--- src/rtl/tile_scrambler.sv ---
// tile_scrambler
//   Move generator for the 3x3 sliding-tile puzzle. After a start it
//   produces num_moves pseudo-random legal moves of the blank. Each move is
//   offered over a valid/ready handshake. The blank position is tracked
//   internally, so a move never leaves the board and never undoes the
//   previous move.
//
// Ports
//   clk, reset          clock; synchronous active-high reset
//   start, num_moves    begin a scramble of num_moves moves (IDLE only)
//   seed_load, seed     reload the LFSR (IDLE only; zero seed -> SEED)
//   move_val, move_rdy  move handshake toward the puzzle core
//   direction           LEFT=00 RIGHT=01 UP=10 DOWN=11 (movement of blank)
//   busy                high while generating or offering
//   done                one-cycle pulse after the final handshake
//   space_row/col       tracked blank position, 0..2
module tile_scrambler #(
    parameter int unsigned NUM_MOVES_W = 8,
    parameter logic [15:0] SEED        = 16'hACE1
) (
    input  logic                   clk,
    input  logic                   reset,
    input  logic                   start,
    input  logic [NUM_MOVES_W-1:0] num_moves,
    input  logic                   seed_load,
    input  logic [15:0]            seed,
    output logic                   move_val,
    input  logic                   move_rdy,
    output logic [1:0]             direction,
    output logic                   busy,
    output logic                   done,
    output logic [1:0]             space_row,
    output logic [1:0]             space_col
);

    localparam logic [1:0] IDLE  = 2'd0;
    localparam logic [1:0] GEN   = 2'd1;
    localparam logic [1:0] OFFER = 2'd2;

    localparam logic [1:0] DIR_LEFT  = 2'b00;
    localparam logic [1:0] DIR_RIGHT = 2'b01;
    localparam logic [1:0] DIR_UP    = 2'b10;
    localparam logic [1:0] DIR_DOWN  = 2'b11;

    logic [1:0]             state;
    logic [15:0]            lfsr;
    logic [15:0]            lfsr_next;
    logic                   prev_valid;
    logic [1:0]             prev_dir;
    logic [1:0]             tries;
    logic [NUM_MOVES_W-1:0] remaining;
    logic [1:0]             candidate;
    logic                   candidate_ok;
    logic [1:0]             fallback;

    // Inverse pairs differ only in bit 0 (LEFT/RIGHT, UP/DOWN).
    function automatic logic move_ok(input logic [1:0] d,
                                     input logic [1:0] row,
                                     input logic [1:0] col,
                                     input logic       pv,
                                     input logic [1:0] pd);
        logic in_bounds;
        case (d)
            DIR_LEFT:  in_bounds = (col != 2'd0);
            DIR_RIGHT: in_bounds = (col < 2'd2);
            DIR_UP:    in_bounds = (row != 2'd0);
            default:   in_bounds = (row < 2'd2);
        endcase
        return in_bounds && !(pv && (d == (pd ^ 2'b01)));
    endfunction

    assign lfsr_next = {1'b0, lfsr[15:1]} ^ (lfsr[0] ? 16'hB400 : 16'h0000);
    assign candidate = lfsr[1:0];

    always_comb begin
        candidate_ok = move_ok(candidate, space_row, space_col, prev_valid, prev_dir);
        // Fixed-priority search used once the random tries are exhausted.
        fallback = DIR_DOWN;
        if (move_ok(DIR_LEFT, space_row, space_col, prev_valid, prev_dir))
            fallback = DIR_LEFT;
        else if (move_ok(DIR_RIGHT, space_row, space_col, prev_valid, prev_dir))
            fallback = DIR_RIGHT;
        else if (move_ok(DIR_UP, space_row, space_col, prev_valid, prev_dir))
            fallback = DIR_UP;
    end

    assign move_val = (state == OFFER);
    assign busy     = (state == GEN) || (state == OFFER);

    always_ff @(posedge clk) begin
        if (reset) begin
            state      <= IDLE;
            lfsr       <= SEED;
            space_row  <= 2'd2;
            space_col  <= 2'd2;
            prev_valid <= 1'b0;
            prev_dir   <= DIR_LEFT;
            tries      <= '0;
            remaining  <= '0;
            direction  <= DIR_LEFT;
            done       <= 1'b0;
        end else begin
            done <= 1'b0;
            case (state)
                IDLE: begin
                    if (seed_load)
                        lfsr <= (seed == 16'h0000) ? SEED : seed;
                    if (start) begin
                        if (num_moves == '0) begin
                            done <= 1'b1;
                        end else begin
                            remaining  <= num_moves;
                            prev_valid <= 1'b0;
                            tries      <= '0;
                            state      <= GEN;
                        end
                    end
                end
                GEN: begin
                    lfsr <= lfsr_next;
                    if (candidate_ok) begin
                        direction <= candidate;
                        state     <= OFFER;
                    end else if (tries != 2'd3) begin
                        tries <= tries + 2'd1;
                    end else begin
                        direction <= fallback;
                        state     <= OFFER;
                    end
                end
                OFFER: begin
                    if (move_rdy) begin
                        case (direction)
                            DIR_LEFT:  space_col <= space_col - 2'd1;
                            DIR_RIGHT: space_col <= space_col + 2'd1;
                            DIR_UP:    space_row <= space_row - 2'd1;
                            default:   space_row <= space_row + 2'd1;
                        endcase
                        prev_valid <= 1'b1;
                        prev_dir   <= direction;
                        remaining  <= remaining - NUM_MOVES_W'(1);
                        tries      <= '0;
                        if (remaining == NUM_MOVES_W'(1)) begin
                            state <= IDLE;
                            done  <= 1'b1;
                        end else begin
                            state <= GEN;
                        end
                    end
                end
                default: state <= IDLE;
            endcase
        end
    end

endmodule

--- config.mk ---
export PLATFORM = sky130hd
export DESIGN_NAME = tile_scrambler
export DESIGN_NICKNAME = d
export VERILOG_FILES = /design/src/rtl/tile_scrambler.sv
export SDC_FILE = /design/constraint.sdc
export NUM_CORES = 1
export LEC_CHECK = 0
export BUFFER_PORTS_ARGS = -buffer_cell sky130_fd_sc_hd__buf_2
export CORE_UTILIZATION = 46
export DETAILED_ROUTE_END_ITERATION = 10
export PLACE_DENSITY = 0.79
export SLEW_MARGIN = 20
export SYNTH_ARGS = -nofsm -noshare
export SYNTH_HDL_FRONTEND = slang
export SYNTH_SLANG_ARGS = --single-unit
--- constraint.sdc ---
create_clock -name clk -period 4 [get_ports clk]
set_clock_uncertainty 0.1 [all_clocks]
set_input_delay 0.8 -clock clk [delete_from_list [all_inputs] [get_ports clk]]
set_output_delay 0.8 -clock clk [all_outputs]
set_load 0.01 [all_outputs]
==> impl_metrics.env <==
export IMPL_final_area_um2=2456
export IMPL_report_final_setup_viol=0
export IMPL_worstSetupStartpointType="flop"
export IMPL_ys_seq_area_frac=0.3512
export IMPL_final_nets=332
export IMPL_syn2layout_area_growth_pct=13.40
export IMPL_htreeDepth=2
export IMPL_fin_crit_sh=0.6353
export IMPL_cts_tree="done"
export IMPL_worstSkewPairLatency_ps=290
export IMPL_hold_buffers=0
export IMPL_nFillCells=415
export IMPL_layout_common_cells="dfxtp_1, buf_2, a21oi_1, nor2_1, nand2_1"
export IMPL_final_cell_count_no_fill=348
export IMPL_layout_drive_gt1_share=0.1858
export IMPL_row_count=24
export IMPL_drtIter0Drc=202
export IMPL_fmax_mhz=393.5
export IMPL_finalHoldWorstSlack_ps=374.7
export IMPL_portBuffers=37
export IMPL_rsz0062_at_grt="false"
export IMPL_synth_top_area_share=0.3512
export IMPL_path_clk_slew_ps=80
export IMPL_place_hpwl_mm=3.439
export IMPL_yosysTopAreaCell="dfxtp_1"
export IMPL_dp_cells=340
export IMPL_synth_ff_type="dfxtp_1"
export IMPL_routed_wl_mm=4.840
export IMPL_power_mw=1.523
export IMPL_synthCells=263
export IMPL_drc=4
export IMPL_cts_sinks=38
export IMPL_fin_ws_ps=1459
export IMPL_pre_cts_slack_ps=1210
export IMPL_ir_worst_vdd_mv=0.3455
export IMPL_powerDensity_nw_per_um2=619.9
export IMPL_wire_per_inst_um=13.91
export IMPL_die_area_um2=4986
export IMPL_final_core_util=0.5526
export IMPL_cap_violations=0
export IMPL_clk_path_buf_depth=2
export IMPL_die_width_um=70.62
export IMPL_dpl_cell_area_um2=2346
export IMPL_worstMarginPinSlew_ps=965.6
export IMPL_synthTopCellsByArea="dfxtp_1, a21oi_1, ha_1"
export IMPL_post_cts_resize_count=0
export IMPL_ys_ff_latch=38
export IMPL_grt_max_degree=37
export IMPL_slew_headroom=0.3519
export IMPL_finalSetupTns_ps=0
export IMPL_core_um2=4444
export IMPL_r2r_setup_slack_ps=1460
export IMPL_vias_per_cell=5.917
export IMPL_critical_path_endpoint_type="flop"
export IMPL_crit_reg2reg_launch="state[1]"
export IMPL_crit_arrival_ps=2680
export IMPL_synth_edf_count=0
export IMPL_track_usage=0.2082
export IMPL_outcome="complete, but fails checks"
export IMPL_crit_end="lfsr[13]"
export IMPL_syn_num_nets=300
export IMPL_avgSynthCellArea_um2=8.235
export IMPL_crit_required_ps=4130
export IMPL_crit_type="flop to flop"
export IMPL_drv_slew=0
export IMPL_vias=2059
export IMPL_violations="design-rule violations"
export IMPL_netlist_area_um2=2166
export IMPL_fin_crit_ps=2541
export IMPL_grt_overflow=0
export IMPL_grt_pass1_vias=1864
export IMPL_hold_viol=0
export IMPL_async_reset_ff_frac=0
export IMPL_initial_core_util=0.4873
export IMPL_layout_commonest_cell="dfxtp_1"
export IMPL_grt_pass1_wl_mm=8.431
export IMPL_antenna_found_initial=0
export IMPL_ff2ff_path_depth=7
export IMPL_hold_class="flop to flop"
export IMPL_ys_warn_count=0
export IMPL_ant_nets=0
export IMPL_die_h_um=70.62
export IMPL_cts_inserted_buffers=5
export IMPL_postCtsSetupBuffers=0
export IMPL_n_antenna_cell=0
export IMPL_cp_startpoint="state[1]"
export IMPL_io_pins=38
export IMPL_leakagePower_nw=0.9825
export IMPL_yosys_cell_types_count=48
export IMPL_r2r_end="lfsr[13]"
export IMPL_drt_first_pass_iters=7
export IMPL_ctsRootBufferMaster="clkbuf_8"
export IMPL_cp_max_fo=18
export IMPL_place_gp_congestion=0.8177
[final cells by class]
class / instances / area, um2 / share of cell area
clock buffers: 6 / 72.57 / 0.02955
clock inverters: 2 / 37.54 / 0.01528
inverters: 12 / 45.04 / 0.01834
multi-input cells: 198 / 1267 / 0.5160
flip-flops and latches: 38 / 760.7 / 0.3097
well taps: 52 / 65.06 / 0.02649
repair buffers: 40 / 207.7 / 0.08456
[critical path, stage by stage (launching register included)]
cell	delay, ps
dfxtp_1	370
inv_1	90
ha_1	140
buf_4	250
clkinv_1	300
o21ai_1	840
o221ai_1	270
nand2_1	110
[where the power goes]
| group | internal [mW] | switching, mW |
|---|---|---|
| logic | 0.249 | 0.367 |
| registers | 0.482 | 0.0964 |
| clock network | 0.186 | 0.142 |
[kinds of logic after synthesis]
| logic type | synth area share |
|---|---|
| flops | 0.3512 |
| simple gates | 0.2022 |
| buf+inv | 0.06355 |
| mux | 0.05199 |
| fa+ha+maj | 0.04622 |
| xor+xnor | 0.03640 |
| compound gates | 0.2484 |
[cell usage after synthesis (2+ instances only)]
| cell type | instances |
|---|---|
| dfxtp_1 | 38 |
| a21oi_1 | 30 |
| nor2_1 | 26 |
| nand2_1 | 21 |
| o21ai_0 | 13 |
| inv_1 | 10 |
| nand3_1 | 10 |
| a211oi_1 | 9 |
| mux2i_1 | 9 |
| ha_1 | 8 |
| nor4_1 | 7 |
| o22ai_1 | 7 |
| clkbuf_1 | 6 |
| nor3_1 | 6 |
| or3_1 | 6 |
| xor2_1 | 6 |
| o32ai_1 | 5 |
| buf_2 | 4 |
| xnor2_1 | 3 |
| a211oi_2 | 2 |
| a21o_1 | 2 |
| and3_1 | 2 |
| buf_4 | 2 |
| clkinv_1 | 2 |
| mux2_2 | 2 |
| nand4_1 | 2 |
| o21ai_1 | 2 |
| o221ai_1 | 2 |
| o2bb2ai_1 | 2 |
[sequential cells by signal (all words and copies together) (netlist names)]
register / flops
space_col: 2
space_row: 2
done: 1
remaining: 8
prev_dir: 2
prev_valid: 1
lfsr: 16
direction: 2
tries: 2
state: 2
[per-layer routing]
layer,share of wire,vias to the layer above,track usage
li1,-,1030,-
met5,0,-,0
met1,0.49,967,0.2890
met3,0.051,5,0.04843
met2,0.45,57,0.3204
met4,0.010,0,0.07111
[how the worst min path moves through the flow]
stage,from,endpoint,slack (ps),depth (start not counted)
after detailed placement,lfsr[10],lfsr[10],360,2
after global routing,lfsr[15],lfsr[15],400,2
after global placement,lfsr[5],lfsr[5],350,2
after CTS,lfsr[10],lfsr[10],380,2
after floorplan,lfsr[10],lfsr[10],340,2
final,lfsr[7],lfsr[7],370,2
No activity file was read; power rests on OpenSTA's default activity.
